File: config.mk
export PLATFORM = sky130hd
export DESIGN_NAME = five_tuple_lookup
export DESIGN_NICKNAME = d
export VERILOG_FILES = /design/src/rtl/five_tuple_lookup_pkg.sv /design/src/rtl/five_tuple_lookup_flow_tbl.sv /design/src/rtl/five_tuple_lookup.sv
export SDC_FILE = /design/constraint.sdc
export NUM_CORES = 2
export LEC_CHECK = 0
export CORE_MARGIN = 1.5
export CORE_UTILIZATION = 59
export DETAILED_ROUTE_END_ITERATION = 10
export GPL_TIMING_DRIVEN = 0
export PLACE_DENSITY = 0.8
export SLEW_MARGIN = 10
export SYNTH_ARGS = -nofsm -noshare
export SYNTH_HDL_FRONTEND = slang
export SYNTH_HIERARCHICAL = 1
export SYNTH_SLANG_ARGS = --single-unit
File: constraint.sdc
create_clock -name i_clk -period 22.3 [get_ports i_clk]
set_input_delay 3.345 -clock i_clk [delete_from_list [all_inputs] [get_ports i_clk]]
set_output_delay 3.345 -clock i_clk [all_outputs]
set_load 0.1 [all_outputs]
File: src/rtl/five_tuple_lookup_pkg.sv
// Shared definitions for the five-tuple flow lookup: FSM encoding, field
// layout of the 104-bit tuple, datapath widths and the drop-counter ceiling.
package five_tuple_lookup_pkg;

  // Datapath widths
  localparam int TUPLE_W    = 104;
  localparam int TAG_W      = 48;
  localparam int BUFID_W    = 9;
  localparam int DROP_CNT_W = 16;

  // Drop counter sticks here instead of wrapping
  localparam logic [DROP_CNT_W-1:0] DROP_CNT_MAX = 16'hFFFF;

  // Field positions inside the tuple, MSB first
  localparam int PROTO_MSB = 103;
  localparam int PROTO_LSB = 96;
  localparam int SIP_MSB   = 95;
  localparam int SIP_LSB   = 64;
  localparam int DIP_MSB   = 63;
  localparam int DIP_LSB   = 32;
  localparam int SPORT_MSB = 31;
  localparam int SPORT_LSB = 16;
  localparam int DPORT_MSB = 15;
  localparam int DPORT_LSB = 0;

  typedef enum logic [1:0] {
    ST_IDLE   = 2'd0,
    ST_SEARCH = 2'd1,
    ST_OUTPUT = 2'd2
  } lookup_state_e;

  // Assemble a tuple from its fields using the layout above
  function automatic logic [TUPLE_W-1:0] make_tuple(
    input logic [7:0]  proto,
    input logic [31:0] src_ip,
    input logic [31:0] dst_ip,
    input logic [15:0] src_port,
    input logic [15:0] dst_port
  );
    logic [TUPLE_W-1:0] t;
    t                     = '0;
    t[PROTO_MSB:PROTO_LSB] = proto;
    t[SIP_MSB:SIP_LSB]     = src_ip;
    t[DIP_MSB:DIP_LSB]     = dst_ip;
    t[SPORT_MSB:SPORT_LSB] = src_port;
    t[DPORT_MSB:DPORT_LSB] = dst_port;
    return t;
  endfunction

endpackage

File: src/rtl/five_tuple_lookup_flow_tbl.sv
// Flow table storage: one synchronous write port driven by configuration and
// one combinational read port addressed by the running search index.
module flow_tbl_regfile
  import five_tuple_lookup_pkg::*;
#(
  parameter int DEPTH = 8,
  parameter int AW    = $clog2(DEPTH)
) (
  input  logic               i_clk,
  input  logic               i_rst,
  input  logic               i_wr,
  input  logic [AW-1:0]      iv_wr_addr,
  input  logic               i_wr_valid,
  input  logic [TUPLE_W-1:0] iv_wr_key,
  input  logic [TAG_W-1:0]   iv_wr_tag,
  input  logic [AW-1:0]      iv_rd_addr,
  output logic               o_rd_valid,
  output logic [TUPLE_W-1:0] ov_rd_key,
  output logic [TAG_W-1:0]   ov_rd_tag
);

  logic [DEPTH-1:0]   valid_q;
  logic [TUPLE_W-1:0] key_q [DEPTH];
  logic [TAG_W-1:0]   tag_q [DEPTH];

  // Valid bits: cleared by reset, updated by a configuration write
  always_ff @(posedge i_clk) begin
    if (i_rst) begin
      valid_q <= '0;
    end else if (i_wr) begin
      valid_q[iv_wr_addr] <= i_wr_valid;
    end
  end

  // Key/tag payload storage
  // NOTE: only the valid bits are reset; key and tag are never read as a hit
  // while their entry is invalid, so the payload array stays reset-free.
  always_ff @(posedge i_clk) begin
    if (i_wr) begin
      key_q[iv_wr_addr] <= iv_wr_key;
      tag_q[iv_wr_addr] <= iv_wr_tag;
    end
  end

  // Read returns current contents, so a same-cycle write is not yet visible
  assign o_rd_valid = valid_q[iv_rd_addr];
  assign ov_rd_key  = key_q[iv_rd_addr];
  assign ov_rd_tag  = tag_q[iv_rd_addr];

endmodule

File: src/rtl/five_tuple_lookup.sv
// Five-tuple flow lookup: accepts one request at a time, walks the flow table
// one entry per cycle for TCP/UDP traffic, and presents a held descriptor
// carrying either the matched TSN tag or the request DMAC until acknowledged.
module five_tuple_lookup
  import five_tuple_lookup_pkg::*;
#(
  parameter int TBL_DEPTH = 8
) (
  input  logic                         i_clk,
  input  logic                         i_rst,
  input  logic [TUPLE_W-1:0]           iv_5tuple_data,
  input  logic                         i_5tuple_data_wr,
  input  logic [TAG_W-1:0]             iv_dmac,
  input  logic [BUFID_W-1:0]           iv_bufid,
  input  logic                         i_tcp_or_udp_flag,
  input  logic                         i_cfg_wr,
  input  logic [$clog2(TBL_DEPTH)-1:0] iv_cfg_addr,
  input  logic                         i_cfg_valid,
  input  logic [TUPLE_W-1:0]           iv_cfg_key,
  input  logic [TAG_W-1:0]             iv_cfg_tag,
  output logic [TAG_W-1:0]             ov_tsntag,
  output logic [BUFID_W-1:0]           ov_bufid,
  output logic                         o_hit,
  output logic                         o_descriptor_wr,
  input  logic                         i_descriptor_ack,
  output logic [DROP_CNT_W-1:0]        ov_drop_cnt
);

  localparam int            AW       = $clog2(TBL_DEPTH);
  localparam logic [AW-1:0] LAST_IDX = AW'(TBL_DEPTH - 1);

  lookup_state_e      state_q;
  logic [AW-1:0]      idx_q;
  logic [TUPLE_W-1:0] key_q;
  logic [TAG_W-1:0]   dmac_q;
  logic [BUFID_W-1:0] bufid_q;

  logic [TAG_W-1:0]   tsntag_q;
  logic [BUFID_W-1:0] out_bufid_q;
  logic               hit_q;
  logic               desc_wr_q;

  logic [DROP_CNT_W-1:0] drop_cnt_q;
  logic [DROP_CNT_W-1:0] drop_cnt_d;

  logic               rd_valid;
  logic [TUPLE_W-1:0] rd_key;
  logic [TAG_W-1:0]   rd_tag;
  logic               entry_hit;

  flow_tbl_regfile #(
    .DEPTH (TBL_DEPTH),
    .AW    (AW)
  ) u_flow_tbl (
    .i_clk      (i_clk),
    .i_rst      (i_rst),
    .i_wr       (i_cfg_wr),
    .iv_wr_addr (iv_cfg_addr),
    .i_wr_valid (i_cfg_valid),
    .iv_wr_key  (iv_cfg_key),
    .iv_wr_tag  (iv_cfg_tag),
    .iv_rd_addr (idx_q),
    .o_rd_valid (rd_valid),
    .ov_rd_key  (rd_key),
    .ov_rd_tag  (rd_tag)
  );

  assign entry_hit = rd_valid && (rd_key == key_q);

  // Lookup FSM: capture request, scan table, hold descriptor until ack
  always_ff @(posedge i_clk) begin
    if (i_rst) begin
      state_q     <= ST_IDLE;
      idx_q       <= '0;
      key_q       <= '0;
      dmac_q      <= '0;
      bufid_q     <= '0;
      tsntag_q    <= '0;
      out_bufid_q <= '0;
      hit_q       <= 1'b0;
      desc_wr_q   <= 1'b0;
    end else begin
      case (state_q)
        ST_IDLE: begin
          if (i_5tuple_data_wr) begin
            key_q   <= iv_5tuple_data;
            dmac_q  <= iv_dmac;
            bufid_q <= iv_bufid;
            idx_q   <= '0;
            if (i_tcp_or_udp_flag) begin
              state_q <= ST_SEARCH;
            end else begin
              // Non-TCP/UDP traffic never consults the table
              state_q     <= ST_OUTPUT;
              desc_wr_q   <= 1'b1;
              tsntag_q    <= iv_dmac;
              out_bufid_q <= iv_bufid;
              hit_q       <= 1'b0;
            end
          end
        end

        ST_SEARCH: begin
          if (entry_hit) begin
            state_q     <= ST_OUTPUT;
            desc_wr_q   <= 1'b1;
            tsntag_q    <= rd_tag;
            out_bufid_q <= bufid_q;
            hit_q       <= 1'b1;
          end else if (idx_q == LAST_IDX) begin
            state_q     <= ST_OUTPUT;
            desc_wr_q   <= 1'b1;
            tsntag_q    <= dmac_q;
            out_bufid_q <= bufid_q;
            hit_q       <= 1'b0;
          end else begin
            idx_q <= idx_q + AW'(1);
          end
        end

        ST_OUTPUT: begin
          if (i_descriptor_ack) begin
            state_q     <= ST_IDLE;
            desc_wr_q   <= 1'b0;
            tsntag_q    <= '0;
            out_bufid_q <= '0;
            hit_q       <= 1'b0;
          end
        end

        default: begin
          state_q   <= ST_IDLE;
          desc_wr_q <= 1'b0;
        end
      endcase
    end
  end

  // Saturating count of requests arriving while busy
  // NOTE: combinational blocks use blocking '=' and give every output a
  // default first, so no path leaves it unassigned and no latch is inferred.
  always_comb begin
    drop_cnt_d = drop_cnt_q;
    if (i_5tuple_data_wr && (state_q != ST_IDLE) && (drop_cnt_q != DROP_CNT_MAX)) begin
      drop_cnt_d = drop_cnt_q + DROP_CNT_W'(1);
    end
  end

  // Drop counter register
  always_ff @(posedge i_clk) begin
    if (i_rst) begin
      drop_cnt_q <= '0;
    end else begin
      drop_cnt_q <= drop_cnt_d;
    end
  end

  assign ov_tsntag       = tsntag_q;
  assign ov_bufid        = out_bufid_q;
  assign o_hit           = hit_q;
  assign o_descriptor_wr = desc_wr_q;
  assign ov_drop_cnt     = drop_cnt_q;

endmodule

---- Word-level counts from Yosys, hierarchy flattened ----
Memory sizes are Yosys's and may differ from the RTL's. A register that Yosys moved wholly into a read port is not among the register bits.
Index checks and enable logic that the tools add are counted.
word-level totals
  bits in registers ....................... 249
  bits in writable memories ............... 1216
  input port bits ......................... 323
  word-level logic and storage cells ...... 86
  memories kept ........................... 2
operators by class
  add/subtract/negate cells ............... 2
  magnitude comparators ................... 3
  eq/ne operators ......................... 11
  mux-type cells .......................... 44
  reduce and logical (&&, ||, !) cells .... 13
memory list
  name              words  width  rd ports  clocked after memory_dff  write ports  RTL line                          source
  u_flow_tbl.key_q  8      104    1         1                         1            five_tuple_lookup_flow_tbl.sv:23  logic [TUPLE_W-1:0] key_q [DEPTH];
  u_flow_tbl.tag_q  8      48     1         1                         1            five_tuple_lookup_flow_tbl.sv:24  logic [TAG_W-1:0] tag_q [DEPTH];
operator list
  cell                     number
  $mux W48                 5
  $pmux W48 S3             1
  $eq A104 B104 Y1         1
  $mux W9                  5
  $pmux W9 S3              1
  $mux W3                  7
  $add A16 B1 Y16 const B  1
  $ne A16 B16 Y1 const B   1
  $mux W1                  13
  $mux W2                  5
  $ne A2 B2 Y1 const B     5
  $bwmux W8                1
  $lt A3 B4 Y1 const B     2
  $reduce_and A4 Y1        2
  $pmux W1 S3              2
  $pmux W2 S3              1
  $pmux W3 S2              1
  $reduce_and A5 Y1        1
  $logic_and A1 B1 Y1      4
  $reduce_bool A2 Y1       2
  $add A3 B1 Y3 const B    1
  $bmux W1 S3              1
  $demux W1 S3             1
  $eq A3 B3 Y1 const B     1
  other kinds (8)          8

---- Logic depth before layout (Yosys ltp) ----
  depth in word-level cells ............... 7
  gate-level depth with buffers ........... 14
  gate-level depth less buffers ........... 9

---- Hierarchy ----
Netlist, hierarchy kept.
by module, submodules not included
  module             instances  cells each  area an instance (um^2)  seq. area each (um^2)
  flow_tbl_regfile   1          1798        46051.7                  36675.2
  five_tuple_lookup  1          1531        11972.7                  4824.6

---- Least setup slack after synthesis ----
Ideal clock, no wire load.
  kind .................................... input to register
  from .................................... input port iv_cfg_addr[1]
  to ...................................... register u_flow_tbl.valid_q[0]
  setup time .............................. 0.127 ns
  arrival ................................. 20.311 ns
  required time ........................... 22.173 ns
  slack ................................... 1.862 ns
  stages .................................. 3
  path buffers ............................ 0
  cells stage by stage .................... nor4b_1 -> mux2i_1 -> nor2_1
between the ends
  longest elaborated chain between the ends .. 5
ends and longest elaborated chain
  what                                                                RTL line                          source
  start, declared                                                     five_tuple_lookup.sv:17           input logic [$clog2(TBL_DEPTH)-1:0] iv_cfg_addr,
  $lt A3 B4 Y1 (not written as such) or $ge A3 B1 Y1 (tied branches)  five_tuple_lookup_flow_tbl.sv:31  valid_q[iv_wr_addr] <= i_wr_valid;
  $logic_and A1 B1 Y1 (not written as such)                           five_tuple_lookup_flow_tbl.sv:31
  $mux W1 (not written as such)                                       five_tuple_lookup_flow_tbl.sv:31
  $demux W1 S3 *                                                      -
  $bwmux W8 *                                                         five_tuple_lookup_flow_tbl.sv:31
  end signal, assigned by index                                       five_tuple_lookup_flow_tbl.sv:31
  end, declared                                                       five_tuple_lookup_flow_tbl.sv:22  logic [DEPTH-1:0] valid_q;
Every way passes the cells marked *; elsewhere a longest branch is shown, timed or not.
A chain may end at the register's enable or synchronous reset.

---- Worst setup path after layout ----
  from .................................... register idx_q[2]
  to ...................................... register tsntag_q[26] (netlist: ov_tsntag[26])
between the ends
  longest elaborated chain between the ends .. 5
ends and longest elaborated chain
  what                                                                RTL line                          source
  start, declared                                                     five_tuple_lookup.sv:33           logic [AW-1:0] idx_q;
  start signal, assigned                                              five_tuple_lookup.sv:117          idx_q <= idx_q + AW'(1);
  $bmux W1 S3                                                         five_tuple_lookup_flow_tbl.sv:46  assign o_rd_valid = valid_q[iv_rd_addr];
  $mux W1 (not written as such)                                       five_tuple_lookup_flow_tbl.sv:46
  $logic_and A1 B1 Y1                                                 five_tuple_lookup.sv:68           assign entry_hit = rd_valid && (rd_key == key_q);
  $ne A3 B3 Y1 (no source line) or $mux W48 (tied branches)           -
  $reduce_and A5 Y1 (no source line) or $pmux W48 S3 (tied branches)  -
  end signal, assigned                                                five_tuple_lookup.sv:96           tsntag_q <= iv_dmac;
  end signal, assigned                                                five_tuple_lookup.sv:107          tsntag_q <= rd_tag;
  end signal, assigned                                                five_tuple_lookup.sv:113          tsntag_q <= dmac_q;
  end, declared                                                       five_tuple_lookup.sv:38           logic [TAG_W-1:0] tsntag_q;
Parallel ways exist; a longest one is shown, timed or not. The select of a mux whose other input is x is not followed.

==> flow_summary.json <==
{
  "clock_sinks": 1465,
  "synthArstFlopShare_pct": 0,
  "seq_area_frac_synth_pct": 71.5,
  "crit_chain": "buf_2 -> buf_2 -> buf_1 -> mux4_2 -> mux2_2 -> xnor2_1 -> nand4_1 -> nor4_1 -> nand4_1 -> o31ai_4 -> buf_2 -> a21oi_1 -> a211oi_1",
  "clock_skew_ns": 0.0286,
  "die-area_sq_mm": 0.100,
  "fin_crit_sh_pct": 30.0,
  "rows": 114,
  "drcViolationCount": 0,
  "ir_drop_v": 0.0000758,
  "cp.arrival_ns": 7.32,
  "cts_buffers": 145,
  "r2r_cells": 13,
  "ctsResizeCount": 0,
  "overflow": 0,
  "synth_top_area_share_pct": 62.9,
  "register_area_sq_mm": 0.0415,
  "ys_types": 54,
  "cp_slowest_cell": "o31ai_4",
  "drv_slew": 0,
  "ctsHtreeMaxLevel": 4,
  "synth_edf_count": 1216,
  "initial_utilization_pct": 59.7,
  "grt_pass1_vias": 34000,
  "fin_crit_ns": 6.69,
  "cts_buffer_depth": 3,
  "syn2layout_area_growth_pct": 19.3,
  "ios": 398,
  "drt-total-wl_microns": 161000,
  "synthTopCellsByArea": "edfxtp_1, mux4_2, dfxtp_1",
  "cp.required_ns": 22.93,
  "synth_area_leader_cell": "edfxtp_1",
  "worst_pin_slew_ns": 1.08,
  "yosys-top-cells-count": "edfxtp_1, nand2_1, mux4_2",
  "synth_area_per_cell_sq_um": 17.4,
  "hold_class": "flip-flop to flip-flop",
  "wire_per_inst_microns": 30.0,
  "fmax_mhz": 149,
  "grt_usage_pct": 32.4,
  "firstDrtPassIters": 5,
  "cts_setup_buffers": 0,
  "yosysWarnings": 6,
  "ys_seq_elements": 1465,
  "drt_first_iter_violations": 4504,
  "rsz0062_at_grt": "false",
  "syn_inst": 3329,
  "start_kind": "flip-flop",
  "cap_viol_max_count": 0,
  "root_buffer": "clkbuf_16",
  "slew_headroom_pct": 27.6,
  "core_area_sq_mm": 0.0971,
  "crit_path_frequent_cell": "buf_2",
  "setup_ws_ns": 15.61,
  "grt_max_degree": 68,
  "antenna_left": 0,
  "cp_num_cells": 13,
  "vias": 34500,
  "cts_tree": "built",
  "hold_viol_final": 0,
  "syn_area_sq_mm": 0.0580,
  "placed_cell_area_sq_mm": 0.0646,
  "stdcell_area_sq_mm": 0.0692,
  "cp_top_family": "buffers and inverters",
  "multi_input_area_sq_mm": 0.0154,
  "place.gp.congestion": 0.950,
  "end_kind": "flip-flop",
  "fillCellCount": 5841,
  "io_buffers": 395,
  "hold_path_depth": 2,
  "critical_path_peak_fanout": 10,
  "criticalPathCategory": "flip-flop to flip-flop",
  "clk_latency_ns": 0.76,
  "cts.reportedPaths.clkPinSlew_ns": 0.06,
  "yosysMostFrequentCell": "edfxtp_1",
  "max_stage_delay_ns": 1.03,
  "via_per_inst": 6.43,
  "crit_buf_inv": 4,
  "grt_pass1_wl_microns": 230000,
  "antenna_found_initial": 32,
  "pre_cts_ws_ns": 15.77,
  "setup_tns_ns": 0,
  "outcome": "completed",
  "die_w_microns": 317,
  "synthFlopType": "edfxtp_1",
  "synth_nets": 3658,
  "chipHeight_microns": 317,
  "final-setup-viol-count": 0,
  "drive_above_1_share_pct": 21.3,
  "power.leakage_nw": 21.9,
  "power.density_mw_per_mm2": 96.7,
  "nets": 4279,
  "cts_hold_buffers": 0,
  "dp_hpwl_microns": 108000
}
==> tightest hold or removal path, cell delays in order (launching register included) <==
cell	delay, ns
dfxtp_1	0.31
nand2_1	0.05
a21oi_1	0.05
==> cells in the final DEF, fill, tap and decap left out, types with 7 or more instances in the layout <==
cell / instances
a21oi_1: 224
xor2_1: 20
nand2b_1: 25
edfxtp_1: 1216
mux2_2: 153
nor4_1: 13
mux2i_1: 9
xnor2_1: 56
nand2_1: 329
inv_6: 9
nand4_1: 71
and4_1: 8
buf_6: 57
a311oi_1: 10
buf_1: 8
clkdlybuf4s50_1: 395
buf_4: 26
a211oi_1: 49
buf_8: 8
diode_2: 20
inv_1: 31
o31ai_1: 48
dfxtp_1: 249
clkbuf_16: 145
clkbuf_8: 12
nand3_1: 7
clkinv_2: 18
nor2_1: 30
a21bo_2: 48
buf_16: 12
mux4_2: 306
buf_2: 43
clkbuf_1: 194
o2111ai_1: 8
nor3_1: 51
clkinv_1: 16
nor2b_1: 80
a31oi_1: 10
==> stage by stage <==
step,utilization (%),cells,total power [mW],hold WS (ns)
global route,71.3,5364,6.88,0.479
global placement,65.4,5000,4.37,0.442
detailed placement,66.6,5079,4.38,0.450
CTS,71.2,5349,6.69,0.458
floorplan,-,3329,3.98,0.436
finish,71.3,5369,6.69,0.456
==> layer usage <==
metal,share of wire [%],vias up,GRT usage [%]
li1,-,14400,-
met1,36,17400,43.4
met2,47,2238,50.0
met3,12,403,7.97
met4,5.3,24,16.7
met5,0.093,-,0
==> final cells by class <==
cell class,count,area share (%)
diodes,20,0.0723
plain buffers,218,1.55
clock buffers,212,5.78
clock inverters,58,0.757
inverters,35,0.233
multi-input cells,1611,22.2
flip-flops and latches,1465,60.0
well taps,1276,2.31
repair buffers,474,7.15
==> power breakdown <==
part / switching (mW) / internal, mW
Sequential: 0.0851 / 3.12
Clock: 1.02 / 1.32
Combinational: 0.764 / 0.384
Total: 1.87 / 4.82
==> worst paths after layout <==
kind,from,endpoint,slack (ns)
worst max register to register,idx_q[2]$_SDFFE_PP0P_,ov_tsntag[26]$_SDFFE_PP0P_,15.61
worst min-delay path,bufid_q[6]$_SDFFE_PP0P_,bufid_q[6]$_SDFFE_PP0P_,0.46
worst max-delay path,idx_q[2]$_SDFFE_PP0P_,ov_tsntag[26]$_SDFFE_PP0P_,15.61
worst min register to register,bufid_q[6]$_SDFFE_PP0P_,bufid_q[6]$_SDFFE_PP0P_,0.46
==> cell families after synthesis <==
logic type | after synthesis | share of synthesized area (%)
fa+ha+maj | 6 | 0.129
xor+xnor | 76 | 1.15
flops | 1465 | 71.5
simple gates | 634 | 5.25
mux | 468 | 15.0
compound gates | 427 | 4.88
buf+inv | 253 | 2.07
==> flip-flops by register name, indices dropped and copies added, names as in the netlist, 2 cells and up <==
signal	cells
dmac_q	48
ov_tsntag	48
ov_bufid	9
idx_q	3
key_q	104
ov_drop_cnt	16
u_flow_tbl/tag_q	384
bufid_q	9
state_q	2
u_flow_tbl/key_q	832
u_flow_tbl/valid_q	8
Note: power is estimated with default switching activity, not from simulation.
